### src/rtl/murmur_hash3_if.sv
// Key/seed request and digest response bundle for the murmur_hash3 engine.
interface murmur_hash3_if;
  logic        in_valid;
  logic [31:0] ip_int;
  logic [31:0] seed;
  logic        out_valid;
  logic [31:0] hash;

  modport master (
    output in_valid,
    output ip_int,
    output seed,
    input  out_valid,
    input  hash
  );

  modport slave (
    input  in_valid,
    input  ip_int,
    input  seed,
    output out_valid,
    output hash
  );
endinterface

### src/rtl/murmur_hash3.sv
// MurmurHash3_x86_32 of a single 4-byte key; one key per clock, no backpressure.
// Define MURMUR_HASH3_PIPELINE_EN for a 3-stage pipeline (latency 3); default latency is 1.
module murmur_hash3 (
  input  logic           clk,
  input  logic           rst,
  murmur_hash3_if.slave  bus_io
);

  localparam logic [31:0] C1     = 32'hCC9E2D51;
  localparam logic [31:0] C2     = 32'h1B873593;
  localparam logic [31:0] NAdd   = 32'hE6546B64;
  localparam logic [31:0] FMul1  = 32'h85EBCA6B;
  localparam logic [31:0] FMul2  = 32'hC2B2AE35;
  localparam logic [31:0] KeyLen = 32'd4;

  // Block mix plus the h*5+n step.
  function automatic logic [31:0] body_mix(input logic [31:0] key, input logic [31:0] sd);
    logic [31:0] k;
    logic [31:0] h;
    k = key * C1;
    k = {k[16:0], k[31:17]};
    k = k * C2;
    h = sd ^ k;
    h = {h[18:0], h[31:19]};
    h = h * 32'd5 + NAdd;
    return h;
  endfunction

  // Finalizer up to and including the first multiply.
  function automatic logic [31:0] fmix_a(input logic [31:0] hin);
    logic [31:0] h;
    h = hin ^ KeyLen;
    h = h ^ (h >> 16);
    h = h * FMul1;
    return h;
  endfunction

  function automatic logic [31:0] fmix_b(input logic [31:0] hin);
    logic [31:0] h;
    h = hin ^ (hin >> 13);
    h = h * FMul2;
    h = h ^ (h >> 16);
    return h;
  endfunction

  logic        out_valid_q, out_valid_d;
  logic [31:0] hash_q, hash_d;

`ifdef MURMUR_HASH3_PIPELINE_EN
  logic        s1_valid_q, s1_valid_d;
  logic [31:0] s1_h_q, s1_h_d;
  logic        s2_valid_q, s2_valid_d;
  logic [31:0] s2_h_q, s2_h_d;

  always_comb begin
    s1_valid_d  = bus_io.in_valid;
    s1_h_d      = s1_h_q;
    s2_valid_d  = s1_valid_q;
    s2_h_d      = s2_h_q;
    out_valid_d = s2_valid_q;
    hash_d      = hash_q;
    if (bus_io.in_valid) s1_h_d = body_mix(bus_io.ip_int, bus_io.seed);
    if (s1_valid_q)      s2_h_d = fmix_a(s1_h_q);
    if (s2_valid_q)      hash_d = fmix_b(s2_h_q);
  end

  always_ff @(posedge clk) begin
    if (rst) begin
      s1_valid_q <= 1'b0;
      s1_h_q     <= 32'h0;
      s2_valid_q <= 1'b0;
      s2_h_q     <= 32'h0;
    end else begin
      s1_valid_q <= s1_valid_d;
      s1_h_q     <= s1_h_d;
      s2_valid_q <= s2_valid_d;
      s2_h_q     <= s2_h_d;
    end
  end
`else
  always_comb begin
    out_valid_d = bus_io.in_valid;
    hash_d      = hash_q;
    if (bus_io.in_valid) begin
      hash_d = fmix_b(fmix_a(body_mix(bus_io.ip_int, bus_io.seed)));
    end
  end
`endif

  // hash only loads on a valid result so it holds across bubbles.
  always_ff @(posedge clk) begin
    if (rst) begin
      out_valid_q <= 1'b0;
      hash_q      <= 32'h0;
    end else begin
      out_valid_q <= out_valid_d;
      hash_q      <= hash_d;
    end
  end

  assign bus_io.out_valid = out_valid_q;
  assign bus_io.hash      = hash_q;

endmodule

### src/flat_wrapper.sv
// flat-port wrapper written by rule: the top's interface ports become plain ports
module murmur_hash3_flat 
  (clk, rst, bus_io_in_valid, bus_io_ip_int, bus_io_seed, bus_io_out_valid, bus_io_hash);
  murmur_hash3_if bus_io_i ();
  input  logic clk;
  input  logic rst;
  input wire logic [$bits(bus_io_i.in_valid)-1:0] bus_io_in_valid;
  input wire logic [$bits(bus_io_i.ip_int)-1:0] bus_io_ip_int;
  input wire logic [$bits(bus_io_i.seed)-1:0] bus_io_seed;
  output wire logic [$bits(bus_io_i.out_valid)-1:0] bus_io_out_valid;
  output wire logic [$bits(bus_io_i.hash)-1:0] bus_io_hash;
  assign bus_io_i.in_valid = bus_io_in_valid;
  assign bus_io_i.ip_int = bus_io_ip_int;
  assign bus_io_i.seed = bus_io_seed;
  assign bus_io_out_valid = bus_io_i.out_valid;
  assign bus_io_hash = bus_io_i.hash;
  murmur_hash3 u_core (.clk(clk), .rst(rst), .bus_io(bus_io_i));
endmodule
### config.mk
export PLATFORM = sky130hd
export DESIGN_NAME = murmur_hash3_flat
export DESIGN_NICKNAME = d
export VERILOG_FILES = /design/src/rtl/murmur_hash3_if.sv /design/src/rtl/murmur_hash3.sv /design/src/flat_wrapper.sv
export SDC_FILE = /design/constraint.sdc
export NUM_CORES = 2
export LEC_CHECK = 0
export CORE_MARGIN = 1.5
export CORE_UTILIZATION = 60
export CTS_BUF_LIST = sky130_fd_sc_hd__clkbuf_16
export DETAILED_ROUTE_END_ITERATION = 8
export PLACE_DENSITY = 0.78
export SLEW_MARGIN = 10
export SYNTH_ARGS = -nofsm -noshare
export SYNTH_HDL_FRONTEND = slang
export SYNTH_SLANG_ARGS = --single-unit
### constraint.sdc
create_clock -name clk -period 43.7 [get_ports clk]
set_clock_uncertainty 0.2 [all_clocks]
set_input_delay 4.37 -clock clk [delete_from_list [all_inputs] [get_ports clk]]
set_output_delay 4.37 -clock clk [all_outputs]
set_load 0.1 [all_outputs]
-- Yosys cells after proc, flatten, opt, wreduce, memory -nomap -nowiden
Cells that the tools add are included.
- bits in registers: 33
- bits of input ports: 67
- output and inout bits: 33
- word-level logic and storage cells: 13
- add/subtract/negate cells: 1
- $mul: 5
- bitwise gates (word level): 5
- operator list (operator ; number):
    multiplier 32 x 31 -> 32 bit (second input constant) ; 2
    XOR 32 x 16 -> 32 bit ; 2
    adder 32 bit (second input constant) ; 1
    multiplier 32 x 29 -> 32 bit (second input constant) ; 1
    multiplier 32 x 3 -> 32 bit (second input constant) ; 1
    multiplier 32 x 32 -> 32 bit (second input constant) ; 1
    XOR 32 x 19 -> 32 bit ; 1
    XOR 32 bit ; 1
    inverter 1 bit ; 1

-- Depth between registers and ports, before layout
- depth after elaboration: 11
- mapped depth: 124
- gate-level depth less buffers: 124

-- Worst setup path after synthesis
OpenSTA, ideal clock, no wires.
- path type: input to register
- start: input port bus_io_ip_int[8]
- end: register u_core.hash_q[15] (netlist: u_core.bus_io.hash[15])
- setup time: 0.128 ns
- arrival: 31.410 ns
- required time: 43.372 ns
- slack: 11.962 ns
- cell stages on the path: 103
- path buffers: 0
- cell sequence: ha_1 > inv_1 > fa_1 > fa_1 > inv_1 > fa_1 > fa_1 > inv_1 > fa_1 > inv_1 > fa_1 > ha_1 > ha_1 > a21o_1 > a21o_1 > a21oi_1 > o21ai_0 > a21o_1 > [... 67 more ...] > fa_1 > inv_1 > fa_1 > fa_1 > inv_1 > fa_1 > xor2_1 > xnor2_1 > xnor2_1 > xnor2_1 > xnor2_1 > xnor2_1 > xnor2_1 > xnor3_1 > xnor2_1 > xnor3_1 > mux2i_1 > nor2_1
- longest elaborated chain between the ends: 11
- RTL lines (what ; RTL line ; RTL):
    start: declaration ; flat_wrapper.sv:8 ; input wire logic [$bits(bus_io_i.ip_int)-1:0] bus_io_ip_int;
    multiplier 32 x 31 -> 32 bit * ; murmur_hash3.sv:20 ; k = key * C1;
    multiplier 32 x 29 -> 32 bit * ; murmur_hash3.sv:22 ; k = k * C2;
    XOR 32 bit * ; murmur_hash3.sv:23 ; h = sd ^ k;
    multiplier 32 x 3 -> 32 bit * ; murmur_hash3.sv:25 ; h = h * 32'd5 + NAdd;
    adder 32 bit * ; murmur_hash3.sv:25 ;
    inverter 1 bit (no line) ; -- ;
    XOR 32 x 16 -> 32 bit * ; murmur_hash3.sv:33 ; h = h ^ (h >> 16);
    multiplier 32 x 32 -> 32 bit * ; murmur_hash3.sv:34 ; h = h * FMul1;
    XOR 32 x 19 -> 32 bit * ; murmur_hash3.sv:40 ; h = hin ^ (hin >> 13);
    multiplier 32 x 31 -> 32 bit * ; murmur_hash3.sv:41 ; h = h * FMul2;
    XOR 32 x 16 -> 32 bit * ; murmur_hash3.sv:42 ; h = h ^ (h >> 16);
    end signal: assignment ; murmur_hash3.sv:97 ; hash_q <= hash_d;
    end: declaration ; murmur_hash3.sv:47 ; logic [31:0] hash_q, hash_d;
Mark *: on every way between the ends. The rest lies on a longest branch, timed or not.
A chain may end at the register's enable or synchronous reset.

-- Worst setup path in the final report
- start: input port bus_io_ip_int[3]
- end: register u_core.hash_q[15] (netlist: u_core.bus_io.hash[15])
The elaborated chain is that of the path after synthesis.

==> impl_metrics.toml <==
[critical_path]
critical_path.n_buffers_inverters = 17
critical-path-slowest-cell = "sky130_fd_sc_hd__clkdlybuf4s50_1"
regToRegStartpoint = "u_core.bus_io.hash[28]$_SDFFE_PP0P_"
top_fanout_value_on_the_critical_path = 14
reg2reg_to = "u_core.bus_io.hash[28]$_SDFFE_PP0P_"
path_class = "primary input to flop"
setup.reg_to_reg.worst_slack_ns = 42.73
cp-start-kind = "primary input"
reg2reg_depth = 3
setup.worst_path.end_class = "flop"
arrival_ns = 36.74
timing.critical_path.slowest_cell_delay_ns = 1.11
timing.critical_path.mode_cell = "sky130_fd_sc_hd__fa_1"
cp_top_family = "adder cells"
cp_data_required_time_ns = 43.64

[cts]
htree_levels = 2
cts.reportedPaths.clkPinSlew_ns = 0.05
cts_hold_repair.buffers = 0
later_pin_clock_latency_in_the_skew_report_ns = 0.27
cts_tree = "built"
post-cts-setup-buffer-count = 0
cts_resized = 0
ctsRootBufferMaster = "sky130_fd_sc_hd__clkbuf_16"
clock_sinks = 33
cts_buffers = 5
cts-root-to-sink-buffers = 2

[route]
drt_first_pass_iters = 5
drt-wirelength-per-cell_um = 19.1
vias = 25800
via_cell_ratio = 5.34
drc_violation_count_after_routing = 0
number_of_drc_markers_after_the_initial_detailed_route_iteration = 1616
antenna_violating_nets_post_route = 0
detail_route.wirelength_um = 92200

[global_routing]
via_count_of_the_first_global_routing_pass = 28000
grt_pass1_wl_um = 148000
groute.usage.overall = 0.302
grt_antenna_before_repair = 0
grt_max_degree = 55
grt-ovfl-total = 0

[min_path]
hp-class = "flop to flop"
hold-path-endpoint = "u_core.bus_io.hash[14]$_SDFFE_PP0P_"
hold_path_depth = 2
timing.hold.worst.start = "u_core.bus_io.hash[14]$_SDFFE_PP0P_"

[sta]
totalNegativeSetupSlack_ns = 0
final.period_utilization = 0.842
timing.final.max_slew_violations = 0
setup_viol = 0
period_minus_slack_ns = 36.81
grt_setup_unrepaired = "no"
timing.slew.headroom = 0.142
worst_slew_pin_slew_ns = 1.28
setup_ws_ns = 6.89
worst_hold_slack_ns = 0.280
final-hold-violation-count = 0
fmaxAchievable_mhz = 27.2

[floorplanning]
initial_utilization = 0.607
chipWidth_um = 253
top_level_ports = 100
die_area_mm2 = 0.0639
core_area_mm2 = 0.0617
placementRows = 91
fp.dieH_um = 253

[place]
routabilityCongestion = 1.03
place_hpwl_um = 83900
pre_cts_slack_ns = 7.04
io_buffers = 99
post-place-cells = 4820

[final_layout]
insertedDiodeCount = 0
final_cell_count_no_fill = 4828
nNetsFinal = 5594
flow.area_growth_from_synthesis_pct = 6.14
drive_gt1_frac = 0.0158

[synth]
asyncSetResetFlopFracSynth = 0
syn_avg_cell_area_um2 = 9.65
synth_top_flop_cell = "sky130_fd_sc_hd__dfxtp_1"
synthesis.instances = 3880
ys_ff_latch = 33
synth.net_count = 5484
seq_area_frac_synth = 0.0176
synth-edff-count = 0
ys.warnings.count = 0
synthesis.area_mm2 = 0.0374
synth.distinct_cells = 70

[run_status]
result_of_the_run = "finished, final reports clean"

[job]
cap_violations = 0
[flip-flops by register name, summed over array words and instances (netlist names)]
name	count
u_core.bus_io.hash	32
u_core.bus_io.out_valid	1
[final cells by class]
cell class / count / area [um^2]
Clock buffer: 5 / 125
Inverter: 1263 / 4740
Tap cell: 837 / 1050
Sequential cell: 33 / 661
Fill cell: 5055 / 22000
Clock inverter: 3 / 37.5
Multi-Input combinational cell: 2563 / 32000
Timing Repair Buffer: 124 / 1170
[cells in the final DEF, fill, tap and decap left out, types with 7 or more instances in the layout]
master,instances
sky130_fd_sc_hd__a211oi_1,30
sky130_fd_sc_hd__a21boi_0,7
sky130_fd_sc_hd__a21o_1,62
sky130_fd_sc_hd__a21oi_1,91
sky130_fd_sc_hd__a31oi_1,11
sky130_fd_sc_hd__and2_1,11
sky130_fd_sc_hd__and3_1,9
sky130_fd_sc_hd__buf_4,25
sky130_fd_sc_hd__clkdlybuf4s50_1,97
sky130_fd_sc_hd__dfxtp_1,33
sky130_fd_sc_hd__fa_1,720
sky130_fd_sc_hd__ha_1,817
sky130_fd_sc_hd__inv_1,1262
sky130_fd_sc_hd__mux2i_1,13
sky130_fd_sc_hd__nand2_1,65
sky130_fd_sc_hd__nand2b_1,15
sky130_fd_sc_hd__nand3_1,14
sky130_fd_sc_hd__nor2_1,106
sky130_fd_sc_hd__nor2b_1,12
sky130_fd_sc_hd__nor3_1,14
sky130_fd_sc_hd__o2111ai_1,7
sky130_fd_sc_hd__o211ai_1,8
sky130_fd_sc_hd__o21a_1,17
sky130_fd_sc_hd__o21ai_0,45
sky130_fd_sc_hd__o21bai_1,13
sky130_fd_sc_hd__o31ai_1,7
sky130_fd_sc_hd__or2_2,10
sky130_fd_sc_hd__or3_1,7
sky130_fd_sc_hd__xnor2_1,262
sky130_fd_sc_hd__xnor3_1,7
sky130_fd_sc_hd__xor2_1,107
[metrics by stage]
step	instance area [um^2]	utilization
final	39700	0.644
after global routing	39700	0.644
after CTS	39700	0.644
after detailed placement	39600	0.641
after global placement	39600	0.641
after floorplan	37400	-
[cells by family (layout without fill, tap and decap cells)]
| group | Yosys count | in the layout | synth area share |
|---|---|---|---|
| AO/OA/AOI/OAI | 345 | 345 | 0.0629 |
| flip-flops | 33 | 33 | 0.0176 |
| adder cells (fa/ha/maj) | 1537 | 1537 | 0.658 |
| multiplexers | 16 | 16 | 0.00445 |
| buffers and inverters | 1284 | 1395 | 0.129 |
| XOR/XNOR | 379 | 379 | 0.0919 |
| AND/OR/NAND/NOR | 286 | 286 | 0.0362 |
[per-layer routing]
layer | vias up | part of all wire | GRT usage
met5 | - | 0 | 0
met4 | 0 | 0.035 | 0.0864
met3 | 155 | 0.067 | 0.0406
met2 | 800 | 0.48 | 0.515
met1 | 12800 | 0.42 | 0.403
li1 | 12100 | - | -
[cell usage after synthesis, types with 3 or more instances]
master,count,area [um^2]
sky130_fd_sc_hd__inv_1,1261,4730
sky130_fd_sc_hd__or4_1,3,22.5
sky130_fd_sc_hd__nand2b_1,15,93.8
sky130_fd_sc_hd__xnor3_1,7,158
sky130_fd_sc_hd__o31ai_1,7,52.6
sky130_fd_sc_hd__o2111ai_1,7,61.3
sky130_fd_sc_hd__and3_1,9,56.3
sky130_fd_sc_hd__o21a_1,17,128
sky130_fd_sc_hd__o21bai_1,13,97.6
sky130_fd_sc_hd__dfxtp_1,33,661
sky130_fd_sc_hd__a31oi_1,11,68.8
sky130_fd_sc_hd__a211oi_1,30,225
sky130_fd_sc_hd__xor2_1,107,937
sky130_fd_sc_hd__nand3_1,14,70.1
sky130_fd_sc_hd__nor2b_1,12,75.1
sky130_fd_sc_hd__o31a_1,5,43.8
sky130_fd_sc_hd__nand2_1,65,244
sky130_fd_sc_hd__clkbuf_1,19,71.3
sky130_fd_sc_hd__xnor2_1,262,2290
sky130_fd_sc_hd__ha_1,817,10200
sky130_fd_sc_hd__a21oi_1,91,455
sky130_fd_sc_hd__nand4_1,5,31.3
sky130_fd_sc_hd__a221oi_1,4,35.0
sky130_fd_sc_hd__nor2_1,106,398
sky130_fd_sc_hd__or3_1,7,43.8
sky130_fd_sc_hd__a21boi_0,7,52.6
sky130_fd_sc_hd__nor3_1,14,70.1
sky130_fd_sc_hd__or2_2,10,62.6
sky130_fd_sc_hd__o211ai_1,8,60.1
sky130_fd_sc_hd__nor3b_1,3,22.5
sky130_fd_sc_hd__mux2i_1,13,130
sky130_fd_sc_hd__a21o_1,62,465
sky130_fd_sc_hd__o311ai_0,3,26.3
sky130_fd_sc_hd__o21ai_0,45,225
sky130_fd_sc_hd__a41o_1,5,50.1
sky130_fd_sc_hd__a211o_1,3,26.3
sky130_fd_sc_hd__and4_1,4,35.0
sky130_fd_sc_hd__a31o_2,3,26.3
sky130_fd_sc_hd__fa_1,720,14400
sky130_fd_sc_hd__and2_1,11,68.8
sky130_fd_sc_hd__nand3b_1,5,37.5
[worst reg2reg max path, stage by stage (launching register included)]
cell	delay (ns)
sky130_fd_sc_hd__dfxtp_1	0.32
sky130_fd_sc_hd__inv_1	0.05
sky130_fd_sc_hd__mux2_2	0.26
sky130_fd_sc_hd__nor2_1	0.08
[worst max path at each step]
stage | slack (ns) | startpoint | endpoint | cells after the start
after global routing | 5.24 | bus_io_ip_int[3] | u_core.bus_io.hash[15]$_SDFFE_PP0P_ | 107
after global placement | 7.48 | bus_io_ip_int[3] | u_core.bus_io.hash[30]$_SDFFE_PP0P_ | 105
after CTS | 7.25 | bus_io_ip_int[3] | u_core.bus_io.hash[15]$_SDFFE_PP0P_ | 107
after detailed placement | 7.04 | bus_io_ip_int[3] | u_core.bus_io.hash[15]$_SDFFE_PP0P_ | 107
after floorplan | 11.96 | bus_io_ip_int[8] | u_core.bus_io.hash[15]$_SDFFE_PP0P_ | 103
final | 6.89 | bus_io_ip_int[3] | u_core.bus_io.hash[15]$_SDFFE_PP0P_ | 107
Power is left out: the tool's default activity adds up to more than one toggle a clock period on the data nets, which glitch-free logic cannot reach.
